==> config.mk <==
export PLATFORM = sky130hd
export DESIGN_NAME = pe_vec_gf
export DESIGN_NICKNAME = d
export VERILOG_FILES = /design/src/rtl/pe_vec_gf.sv
export SDC_FILE = /design/constraint.sdc
export NUM_CORES = 1
export LEC_CHECK = 0
export ABC_AREA = 1
export BUFFER_PORTS_ARGS = -buffer_cell sky130_fd_sc_hd__buf_2
export CORE_MARGIN = 2
export CORE_UTILIZATION = 30
export DETAILED_ROUTE_END_ITERATION = 8
export PLACE_DENSITY = 0.46
export SYNTH_ARGS = -nofsm -noshare
export SYNTH_HDL_FRONTEND = slang
export SYNTH_SLANG_ARGS = --single-unit
==> constraint.sdc <==
create_clock -name clk -period 4.73 [get_ports clk]
set_input_delay 0.7095 -clock clk [delete_from_list [all_inputs] [get_ports clk]]
set_output_delay 0.7095 -clock clk [all_outputs]
set_load 0.02 [all_outputs]
==> src/rtl/pe_vec_gf.sv <==
// pe_vec_gf: LANES-byte GF(2^8) processing element for the near-memory systolic array.
// Holds a partial-sum byte vector and executes one command at a time through a
// valid/ready port: XOR, (Inv)MixColumns per 4-lane column, load, column rotate,
// clear and, when the macro PE_GFMUL_EN is defined, a multi-cycle GF(2^8) multiply.
// Without PE_GFMUL_EN opcode 4 behaves as an illegal opcode and busy stays low.
module pe_vec_gf #(
    parameter int LANES = 4,
    parameter int ID_X  = 0,
    parameter int ID_Y  = 0
) (
    input  logic               clk,
    input  logic               rst_n,
    input  logic               pe_en,
    input  logic               flush,
    input  logic               cmd_valid,
    output logic               cmd_ready,
    input  logic [2:0]         cmd_op,
    input  logic               cmd_dec,
    input  logic [LANES*8-1:0] cmd_data,
    output logic [LANES*8-1:0] psum_out,
    output logic               res_valid,
    output logic               busy,
    output logic               err
);
    localparam int W    = LANES * 8;
    localparam int COLS = LANES / 4;

    localparam logic [2:0] OP_NOP    = 3'd0;
    localparam logic [2:0] OP_XOR    = 3'd1;
    localparam logic [2:0] OP_MIXCOL = 3'd2;
    localparam logic [2:0] OP_LOAD   = 3'd3;
    localparam logic [2:0] OP_GFMUL  = 3'd4;
    localparam logic [2:0] OP_ROT    = 3'd5;
    localparam logic [2:0] OP_CLEAR  = 3'd6;
    localparam logic [2:0] OP_ILL    = 3'd7;

    // Tile position parameters only need to be sane; the lane count must form whole columns.
    if ((LANES < 4) || (LANES % 4 != 0) || (ID_X < 0) || (ID_Y < 0)) begin : g_param_check
        $error("pe_vec_gf: LANES must be a positive multiple of 4 and IDs non-negative");
    end

    function automatic logic [7:0] xtime(input logic [7:0] b);
        return {b[6:0], 1'b0} ^ (b[7] ? 8'h1B : 8'h00);
    endfunction

    // Multiply by a small constant (<16) built from repeated xtime.
    function automatic logic [7:0] gf_mul_c(input logic [7:0] b, input logic [3:0] c);
        logic [7:0] x2, x4, x8;
        x2 = xtime(b);
        x4 = xtime(x2);
        x8 = xtime(x4);
        return (c[0] ? b : 8'h00) ^ (c[1] ? x2 : 8'h00) ^ (c[2] ? x4 : 8'h00) ^ (c[3] ? x8 : 8'h00);
    endfunction

    function automatic logic [31:0] mix_col(input logic [31:0] col, input logic dec);
        logic [7:0] a0, a1, a2, a3, r0, r1, r2, r3;
        {a3, a2, a1, a0} = col;
        if (!dec) begin
            r0 = xtime(a0) ^ gf_mul_c(a1, 4'd3) ^ a2 ^ a3;
            r1 = a0 ^ xtime(a1) ^ gf_mul_c(a2, 4'd3) ^ a3;
            r2 = a0 ^ a1 ^ xtime(a2) ^ gf_mul_c(a3, 4'd3);
            r3 = gf_mul_c(a0, 4'd3) ^ a1 ^ a2 ^ xtime(a3);
        end else begin
            r0 = gf_mul_c(a0, 4'd14) ^ gf_mul_c(a1, 4'd11) ^ gf_mul_c(a2, 4'd13) ^ gf_mul_c(a3, 4'd9);
            r1 = gf_mul_c(a0, 4'd9) ^ gf_mul_c(a1, 4'd14) ^ gf_mul_c(a2, 4'd11) ^ gf_mul_c(a3, 4'd13);
            r2 = gf_mul_c(a0, 4'd13) ^ gf_mul_c(a1, 4'd9) ^ gf_mul_c(a2, 4'd14) ^ gf_mul_c(a3, 4'd11);
            r3 = gf_mul_c(a0, 4'd11) ^ gf_mul_c(a1, 4'd13) ^ gf_mul_c(a2, 4'd9) ^ gf_mul_c(a3, 4'd14);
        end
        return {r3, r2, r1, r0};
    endfunction

    // New row r takes old row (r+n)%4: a byte-granular rotate of the doubled column.
    function automatic logic [31:0] rot_col(input logic [31:0] col, input logic [1:0] n);
        logic [63:0] dbl;
        dbl = {col, col};
        return dbl[int'(n) * 8 +: 32];
    endfunction

    logic [W-1:0] psum_q;
    logic [W-1:0] op_psum;
    logic         res_valid_q;
    logic         err_q;
    logic         op_err;
    logic         idle;
    logic         accept;
    logic         op_single;

    assign cmd_ready = rst_n & pe_en & ~flush & idle;
    assign accept    = cmd_valid & cmd_ready;

    // Result of the single-cycle opcodes applied to the current psum.
    always_comb begin
        op_psum = psum_q;
        op_err  = 1'b0;
        case (cmd_op)
            OP_NOP:    op_psum = psum_q;
            OP_XOR:    op_psum = psum_q ^ cmd_data;
            OP_MIXCOL: for (int c = 0; c < COLS; c++) op_psum[32*c +: 32] = mix_col(psum_q[32*c +: 32], cmd_dec);
            OP_LOAD:   op_psum = cmd_data;
            OP_ROT:    for (int c = 0; c < COLS; c++) op_psum[32*c +: 32] = rot_col(psum_q[32*c +: 32], cmd_data[1:0]);
            OP_CLEAR:  op_psum = '0;
`ifndef PE_GFMUL_EN
            OP_GFMUL:  op_err = 1'b1;
`endif
            OP_ILL:    op_err = 1'b1;
            default:   op_psum = psum_q;
        endcase
    end

`ifdef PE_GFMUL_EN
    typedef enum logic {S_IDLE, S_MUL} state_t;

    state_t       state_q, state_d;
    logic [2:0]   cnt_q, cnt_d;
    logic [W-1:0] mul_a_q, mul_b_q, acc_q, acc_step;
    logic         mul_start, mul_done;

    assign idle      = (state_q == S_IDLE);
    assign busy      = (state_q == S_MUL);
    assign op_single = (cmd_op != OP_GFMUL);
    assign mul_start = accept & (cmd_op == OP_GFMUL);
    assign mul_done  = pe_en & ~flush & (state_q == S_MUL) & (cnt_q == 3'd0);

    // One MSB-first shift-and-add step per lane, reduced by x^8+x^4+x^3+x+1.
    always_comb begin
        acc_step = '0;
        for (int l = 0; l < LANES; l++)
            acc_step[8*l +: 8] = xtime(acc_q[8*l +: 8]) ^ (mul_b_q[8*l + int'(cnt_q)] ? mul_a_q[8*l +: 8] : 8'h00);
    end

    // Multiply control state and bit counter.
    always_ff @(posedge clk or negedge rst_n) begin
        if (!rst_n) begin
            state_q <= S_IDLE;
            cnt_q   <= 3'd0;
        end else begin
            state_q <= state_d;
            cnt_q   <= cnt_d;
        end
    end

    // Next state: start on an accepted GFMUL, leave after the eighth step or on flush.
    always_comb begin
        state_d = state_q;
        cnt_d   = cnt_q;
        if (pe_en) begin
            if (flush) begin
                state_d = S_IDLE;
            end else begin
                case (state_q)
                    S_IDLE: if (mul_start) begin
                        state_d = S_MUL;
                        cnt_d   = 3'd7;
                    end
                    S_MUL: begin
                        cnt_d = cnt_q - 3'd1;
                        if (cnt_q == 3'd0) state_d = S_IDLE;
                    end
                    default: state_d = S_IDLE;
                endcase
            end
        end
    end

    // Operand and accumulator registers; pure data, so no reset.
    always_ff @(posedge clk) begin
        if (pe_en && !flush) begin
            if (mul_start) begin
                mul_a_q <= psum_q;
                mul_b_q <= cmd_data;
                acc_q   <= '0;
            end else if (state_q == S_MUL) begin
                acc_q <= acc_step;
            end
        end
    end
`else
    assign idle      = 1'b1;
    assign busy      = 1'b0;
    assign op_single = 1'b1;
`endif

    // Partial sum, sticky error and completion strobe.
    always_ff @(posedge clk or negedge rst_n) begin
        if (!rst_n) begin
            psum_q      <= '0;
            res_valid_q <= 1'b0;
            err_q       <= 1'b0;
        end else if (!pe_en) begin
            res_valid_q <= 1'b0;
        end else if (flush) begin
            res_valid_q <= 1'b0;
            err_q       <= 1'b0;
        end else if (accept && op_single) begin
            psum_q      <= op_psum;
            res_valid_q <= 1'b1;
            if (op_err) err_q <= 1'b1;
`ifdef PE_GFMUL_EN
        end else if (mul_done) begin
            psum_q      <= acc_step;
            res_valid_q <= 1'b1;
`endif
        end else begin
            res_valid_q <= 1'b0;
        end
    end

    assign psum_out  = psum_q;
    assign res_valid = res_valid_q;
    assign err       = err_q;
endmodule

**Word level (Yosys, flattened, before mapping)**

Cells that the tools add are included.

- Memory bits (writable): 0
- ROM bits: 0
- Register bits: 34
- Word-level logic and storage cells: 110
- Latch bits: 0
- Memories kept: 0
- Output and inout bits: 36
- Bits of input ports: 41

- $lt $le $gt $ge: 0
- Div/mod/pow operators: 0
- Bitwise operators: 69
- Shift-type cells: 1
- $mul: 0
- Equality and inequality tests: 7
- Add/subtract/negate cells: 0
- Reductions and logical operators: 6
- Mux-type cells: 24

Operator list:

| cell | number |
|---|---|
| 8-bit XOR | 56 |
| 32-bit case mux with 5 select lines | 1 |
| 64-bit by 6-bit indexed part select with 32-bit output | 1 |
| 8-bit by 5-bit XOR with 8-bit output | 8 |
| 5-bit 2-to-1 mux | 12 |
| 8-bit 2-to-1 mux | 4 |
| 32-bit XOR | 1 |
| 3-bit equality test, second input constant | 4 |
| 1-bit 2-to-1 mux | 7 |
| 3-bit by 2-bit equality test with 1-bit output, second input constant | 2 |
| 5-bit nonzero test | 1 |
| 4-bit AND reduction | 1 |
| 2-bit nonzero test | 2 |
| 1-bit AND | 3 |
| 3-bit by 1-bit equality test with 1-bit output, second input constant | 1 |
| 3-bit AND reduction | 1 |
| 2-bit OR reduction | 1 |
| 1-bit inverter | 1 |

**Depth between registers and ports, before layout**

Gate-level depths: netlist of the first run.

- Word-level depth: 12
- Depth in mapped cells: 19
- Depth with buffers taken out: 18

**Worst setup path after synthesis of the first run**

Ideal clock, no wire load.

- Path type: in2reg
- Start: input pe_en
- End: register psum_q[4], in the netlist psum_out[4]
- Cell stages on the path: 9
- Setup time: 0.066 ns
- Data required time: 4.664 ns
- Arrival: 2.119 ns
- Path slack: 2.545 ns
- Path buffers: 1
- Cells stage by stage: nand2_1 > nor2_1 > nand2_1 > nor2_1 > clkinv_1 > dlygate4sd1_1 > nor2_1 > nand2_1 > nand2_1

- Cells in the longest elaborated chain, start to end: 4

Ends and longest elaborated chain:

| element | RTL line | RTL |
|---|---|---|
| start, declared | 13 | `input logic pe_en,` |
| 1-bit AND (2 in a row) | 88 | `assign cmd_ready = rst_n & pe_en & ~flush & idle;` |
| via cmd_ready | 16 | `output logic cmd_ready,` |
| 1-bit AND | 89 | `assign accept = cmd_valid & cmd_ready;` |
| 4-bit AND reduction (no source line) | n/a |  |
| end signal, assigned | 195 | `psum_q <= op_psum;` |
| end, declared | 79 | `logic [W-1:0] psum_q;` |

The timed path passes the listed nets, and every way through them passes these cells.
A chain may end at the register's enable or synchronous reset.

**Worst setup path after layout of the first run**

- Start: register psum_q[31], in the netlist psum_out[31]
- End: register psum_q[13], in the netlist psum_out[13]

- Cells in the longest elaborated chain, start to end: 8
- Elaborated cells on any way between the ends: 9
- Those cells by class: mux (3); bitwise (6)

Ends and longest elaborated chain:

| element | RTL line | RTL |
|---|---|---|
| 5-bit 2-to-1 mux * | 43 | `return {b[6:0], 1'b0} ^ (b[7] ? 8'h1B : 8'h00);` |
| 8-bit XOR * (2 in a row) | 43 |  |
| 8-bit XOR or 8-bit by 5-bit XOR with 8-bit output (tied branches) | 52, 43 |  |
| 8-bit XOR * | 52 | `return (c[0] ? b : 8'h00) ^ (c[1] ? x2 : 8'h00) ^ (c[2] ? x4 : 8'h00) ^ (c[3] ? x8 : 8'h00);` |
| 8-bit XOR * | 65 | `r1 = gf_mul_c(a0, 4'd9) ^ gf_mul_c(a1, 4'd14) ^ gf_mul_c(a2, 4'd11) ^ gf_mul_c(a3, 4'd13);` |
| 8-bit 2-to-1 mux * | 58 | `if (!dec) begin` |
| 32-bit case mux with 5 select lines * | 95 | `case (cmd_op)` |

Every way passes the cells marked *; elsewhere a longest branch is shown, timed or not.

==> reports/summary.txt, run 1 <==
Final Setup Violations: 0
Crit path kind: flop to flop
FFs w/ async S/R, synth: 1.00
Startpoint type of the worst setup path: flop
Clk Latency, worst-skew pair: 300 ps
Worst Setup End Kind: flop
Pin count of the biggest net entering global routing: 66
CTS buffer count: 5
Grt ovf: 0
CTS Root Cell: clkbuf_16
Power Density: 727 nW/um2
Drt wl/cell: 19.7 um
Initial DRC Count: 758
Nets: 1631
Seq/Total Area, Yosys: 0.0956
Initial antenna violation count: 0
Fmax achieved: 0.345 GHz
Worst Hold Launch: err
Critical path peak fanout: 12
# IOs: 77
Fillers: 3305
Number of flops mapped to enable cells by yosys: 0
Antenna Violating Nets Remaining: 0
CTS clock-pin slew for the worst setup and hold paths: 60 ps
Status: finished clean
Worst Reg-to-Reg Cells: 15
Worst Path Arrival: 3090 ps
Drt drc: 0
Layout overhead on the synthesized area: 7.12%
Number of clock sinks: 34
Delay-heaviest family, CP: simple AND/OR/NAND/NOR gates
Post-CTS Repair Setup Buffers: 0
Clock Skews: 8.78 ps
Longest Clk Path Bufs: 2
Area share of the largest cell type after synthesis: 0.287
Setup TNS: 0 ps
Main area contributors after synthesis: nand2_1, xor2_1, dfrtp_1
Routed wire length: 38900 um
Final Wtd Congestion: 0.938
Hold crit path type: flop to flop
Layout cells sized above 1: 0.120
Hold endpoint: err
Synth Cell Area: 8900 um2
TritonCTS clock tree: yes
Post-Syn Nets: 1611
Die Wd: 176 um
# resized after CTS: 0
Final Cycle Share: 0.613
Worst-Margin Slew: 1020 ps
Final hold violation count: 0
Pre-antenna DRT Iters: 5
#FFs+latches synth: 34
RSZ-0062 raised after global routing: false
Maxcap violations: 0
Req. time, crit path: 4920 ps
Main flop type after synthesis: dfrtp_1
Core area: 29400 um2
VDD IR max: 0.184 mV
P_leak: 5.17 nW
Hold Path Stages: 2
Crit path cell chain: inv_2 -> nand2_1 -> nand2_1 -> xnor2_1 -> nand2_1 -> nand2_1 -> nand3_1 -> nand2_1 -> inv_1 -> nand2_1 -> nand3_1 -> nand2_1 -> nand2_1 -> nand2_1 -> nand2_1
Total track usage: 0.252
Worst R2R End: psum_out[13]
Final HPWL DP: 30400 um
Synth cell types: 42
Mapped Avg Cell Area: 5.67 um2
Starting Density: 0.303
Die area: 31100 um2
Port Buf Inserts: 75
# diodes: 0
Vias per cell: 4.91
Final Critical Period: 2900 ps
Tot Pwr: 6.93 mW
Vias in the first global route: 8949
Synth area leader: nand2_1
H-tree levels: 2
Reg2reg setup slack: 1830 ps
Site row count: 63
Most common cell on crit path: nand2_1
First-pass GRT wire length: 58200 um
Number of buffers and inverters on the critical path: 2
Max incr delay on CP: 660 ps
Crit-path slowest cell: dfrtp_1
# hold bufs at CTS: 0
Commonest cells in the netlist: nand2_1, xor2_1, nand3_1
Height of the die: 176 um
Normalized max-slew margin: 0.321
Via count: 9720
Synthesis Warnings: 0
Count leader, synth: nand2_1
Synthesized instance count: 1570
Critical R2R Launch: psum_out[31]
Final Max Tran Viols: 0
-- state kept, by name, indices dropped and copies added, names as in the netlist --
| register | count |
|---|---|
| err | 1 |
| psum_out | 32 |
| res_valid | 1 |
-- worst max-delay path by stage --
stage | from | to | slack, ps | cells past startpoint
2_1_floorplan | pe_en | psum_out[4] | 2550 | 9
3_3_place_gp | rst_n | psum_out[10] | 1580 | 10
3_5_place_dp | rst_n | psum_out[24] | 1640 | 10
4_1_cts | psum_out[31] | psum_out[13] | 1840 | 15
5_1_grt | psum_out[31] | psum_out[13] | 1560 | 15
6_report | psum_out[31] | psum_out[13] | 1830 | 15
-- cells by family (layout without fill, tap and decap cells) --
logic type,Yosys count,in the layout,synth area share
buffers and inverters,225,244,0.124
AO/OA/AOI/OAI,110,110,0.0696
flip-flops,34,34,0.0956
XOR/XNOR,243,243,0.265
other,1,1,0.000421
AND/OR/NAND/NOR,957,957,0.445
-- routing by layer --
layer  GRT usage  wire, um
met3      0.0166      1980
met1       0.346     17800
met2       0.420     17900
met5           0         0
met4      0.0826      1200
-- metrics by stage --
step                cells  hold slack (ps)  setup slack (ps)  utilization  area, um2
global placement     1973              554              1580        0.319       9390
global route         1979              566              1560        0.324       9530
floorplan            1570              414              2550            -       8900
finish               1979              556              1830        0.324       9530
CTS                  1979              557              1840        0.324       9530
detailed placement   1973              543              1640        0.319       9390
-- layout make-up --
type,count,area (um2),share of cell area
multi-input cells,1311,6970,0.731
flip-flops and latches,34,851,0.0893
repair buffers,97,541,0.0567
clock buffers,6,139,0.0146
inverters,141,542,0.0568
well taps,390,488,0.0512
-- where the power goes --
group	internal, mW	switching [mW]
registers	0.362	0.370
logic	2.04	3.82
clock network	0.204	0.143
total	2.60	4.33
-- placed cells by master, fill, tap and decap left out, types with 20 or more instances in the layout --
master	netlist	routed
nor2_1	86	84
buf_2	8	75
nand3_1	138	138
dfrtp_1	34	34
o21ai_0	57	57
a21oi_1	23	23
xnor2_1	78	78
nand2_1	680	680
inv_1	116	116
xor2_1	141	140
nand2_2	20	20
buf_4	18	22
-- worst min-delay path, stage by stage, from the launching register on --
cell     delay (ps)
dfrtp_1         350
a31oi_1          50
a21oi_1         120
No activity file was read; power rests on OpenSTA's default activity.
==> inputs of run 2 (changes only) <==
clock period = 3 ns   (was 4.73 ns; I/O delays follow)
==> reports/summary.txt, run 2 (synthesized netlist as in run 1, its figures left out) <==
Status: finished clean
Final Cycle Share: 0.908 (+0.295)
Area of the multi-input gates: 6970 um2 (unchanged)
Vias in the first global route: 9331 (+4.3%)
Initial DRC Count: 882 (+16%)
Setup TNS: 0 ps (unchanged)
Core area: 29400 um2 (unchanged)
Crit path kind: flop to flop
Delay-heaviest family, CP: simple AND/OR/NAND/NOR gates
Layout overhead on the synthesized area: 10.6%
Initial antenna violation count: 0 (unchanged)
CTS buffer count: 5 (unchanged)
Pin count of the biggest net entering global routing: 65 (-1.5%)
Normalized max-slew margin: 0.484 (+0.162)
Most common cell on crit path: nand2_1
Final Wtd Congestion: 0.929 (-1.0%)
CTS clock-pin slew for the worst setup and hold paths: 70 ps (about the same)
Crit path cell chain: buf_4 -> nand2_1 -> nand2_1 -> nand2_1 -> nand2_1 -> nand2_1 -> nand3_1 -> nand2_1 -> nand2_1 -> nand2_1 -> o21bai_1 -> nand2_1 -> nand2_1 -> nand2_1
Reg2reg setup slack: 280 ps (-1550 ps)
Fillers: 3292 (-0.39%)
Clock Skews: 7.19 ps (-1.58 ps)
Startpoint type of the worst setup path: flop
CTS Root Cell: clkbuf_16
TritonCTS clock tree: yes
VDD IR max: 0.292 mV (+59%)
Clk Latency, worst-skew pair: 310 ps (about the same)
First-pass GRT wire length: 60300 um (+3.6%)
Via count: 9924 (+2.1%)
Final Setup Violations: 0 (unchanged)
Fmax achieved: 0.367 GHz (+6.5%)
Pre-antenna DRT Iters: 6 (+1)
Drt drc: 0 (unchanged)
Total track usage: 0.264 (+0.0120)
Worst Setup End Kind: flop
Worst Path Arrival: 2920 ps (-170 ps)
# hold bufs at CTS: 0 (unchanged)
Final Max Tran Viols: 0 (unchanged)
Routed wire length: 40700 um (+4.5%)
Site row count: 63 (unchanged)
Crit-path slowest cell: dfrtp_1
Grt ovf: 0 (unchanged)
Req. time, crit path: 3200 ps (-1720 ps)
Max FFs per register: 32 (unchanged)
H-tree levels: 2 (unchanged)
Number of buffers and inverters on the critical path: 1 (-1)
Longest Clk Path Bufs: 2 (unchanged)
Commonest non-fill, non-tap cell in the layout: nand2_1
Height of the die: 176 um (unchanged)
Maxcap violations: 0 (unchanged)
Vias per cell: 4.92 (+0.18%)
Max incr delay on CP: 640 ps (-20 ps)
Critical path peak fanout: 12 (unchanged)
Starting Density: 0.303 (unchanged)
RSZ-0062 raised after global routing: false
Post-CTS Repair Setup Buffers: 0 (unchanged)
# resized after CTS: 0 (unchanged)
Port Buf Inserts: 75 (unchanged)
# IOs: 77 (unchanged)
Power Density: 1150 nW/um2 (+59%)
Die area: 31100 um2 (unchanged)
Placed Area: 9690 um2 (+3.1%)
Flip-flop and latch area: 851 um2 (unchanged)
Nets: 1667 (+2.2%)
Die Wd: 176 um (unchanged)
Final hold violation count: 0 (unchanged)
Number of clock sinks: 34 (unchanged)
Worst-Margin Slew: 773 ps (-244 ps)
Hold crit path type: primary input to async pin
Drt wl/cell: 20.2 um (+2.6%)
# diodes: 0 (unchanged)
P_leak: 5.36 nW (+3.7%)
Final HPWL DP: 32100 um (+5.4%)
Final Critical Period: 2720 ps (-177 ps)
Post-route cell area: 9840 um2 (+3.2%)
Antenna Violating Nets Remaining: 0 (unchanged)
Most frequent cells in the layout: nand2_1, xor2_1, nand3_1, inv_1, nor2_1
Layout cells sized above 1: 0.141 (+0.0205)
[run 2: final timing paths]
path | from | endpoint | depth (start not counted)
setup / recovery | psum_out[23] | psum_out[21] | 14
hold / removal | rst_n | psum_out[28] | 2
setup reg to reg | psum_out[23] | psum_out[21] | 14
hold reg to reg | err | err | 2
max in group asynchronous | rst_n | psum_out[13] | 2
min in group clk | flush | err | 2
[run 2: stage by stage]
stage / hold WS [ps] / power [mW] / worst slack, ps / instances / utilization
after CTS: 307 / 11.2 / 424 / 2017 / 0.335
after global routing: 334 / 12.4 / 226 / 2017 / 0.335
after global placement: 530 / 10.6 / 385 / 2009 / 0.329
after detailed placement: 522 / 10.6 / 431 / 2009 / 0.329
after floorplan: 154 / 8.00 / 1070 / 1570 / -
final: 304 / 11.3 / 277 / 2017 / 0.335
[run 2: where the power goes]
part           switching [mW]  total (mW)  leakage (nW)  internal [mW]
clock network           0.265       0.596        0.0729          0.331
logic                    6.44        9.83          4.85           3.40
registers               0.335       0.912         0.434          0.577
[run 2: layout make-up]
cell class / count / share of cell area
multi-input combinational: 1311 / 0.709
clock inverter: 2 / 0.00127
inverter: 141 / 0.0551
timing repair buffer: 133 / 0.0850
sequential: 34 / 0.0865
tap: 390 / 0.0496
clock buffer: 6 / 0.0141
[run 2: worst reg2reg max path: cells and delay by family, from the launching register on]
family,cells,cell delay (ps)
AND/OR/NAND/NOR,12,1310
AO/OA/AOI/OAI,1,320
buffers and inverters,1,350
flip-flops,1,640
[run 2: layer usage]
metal,GRT usage,part of all wire
met5,0,0
met4,0.0985,0.035
met3,0.0299,0.067
met2,0.430,0.45
met1,0.358,0.45
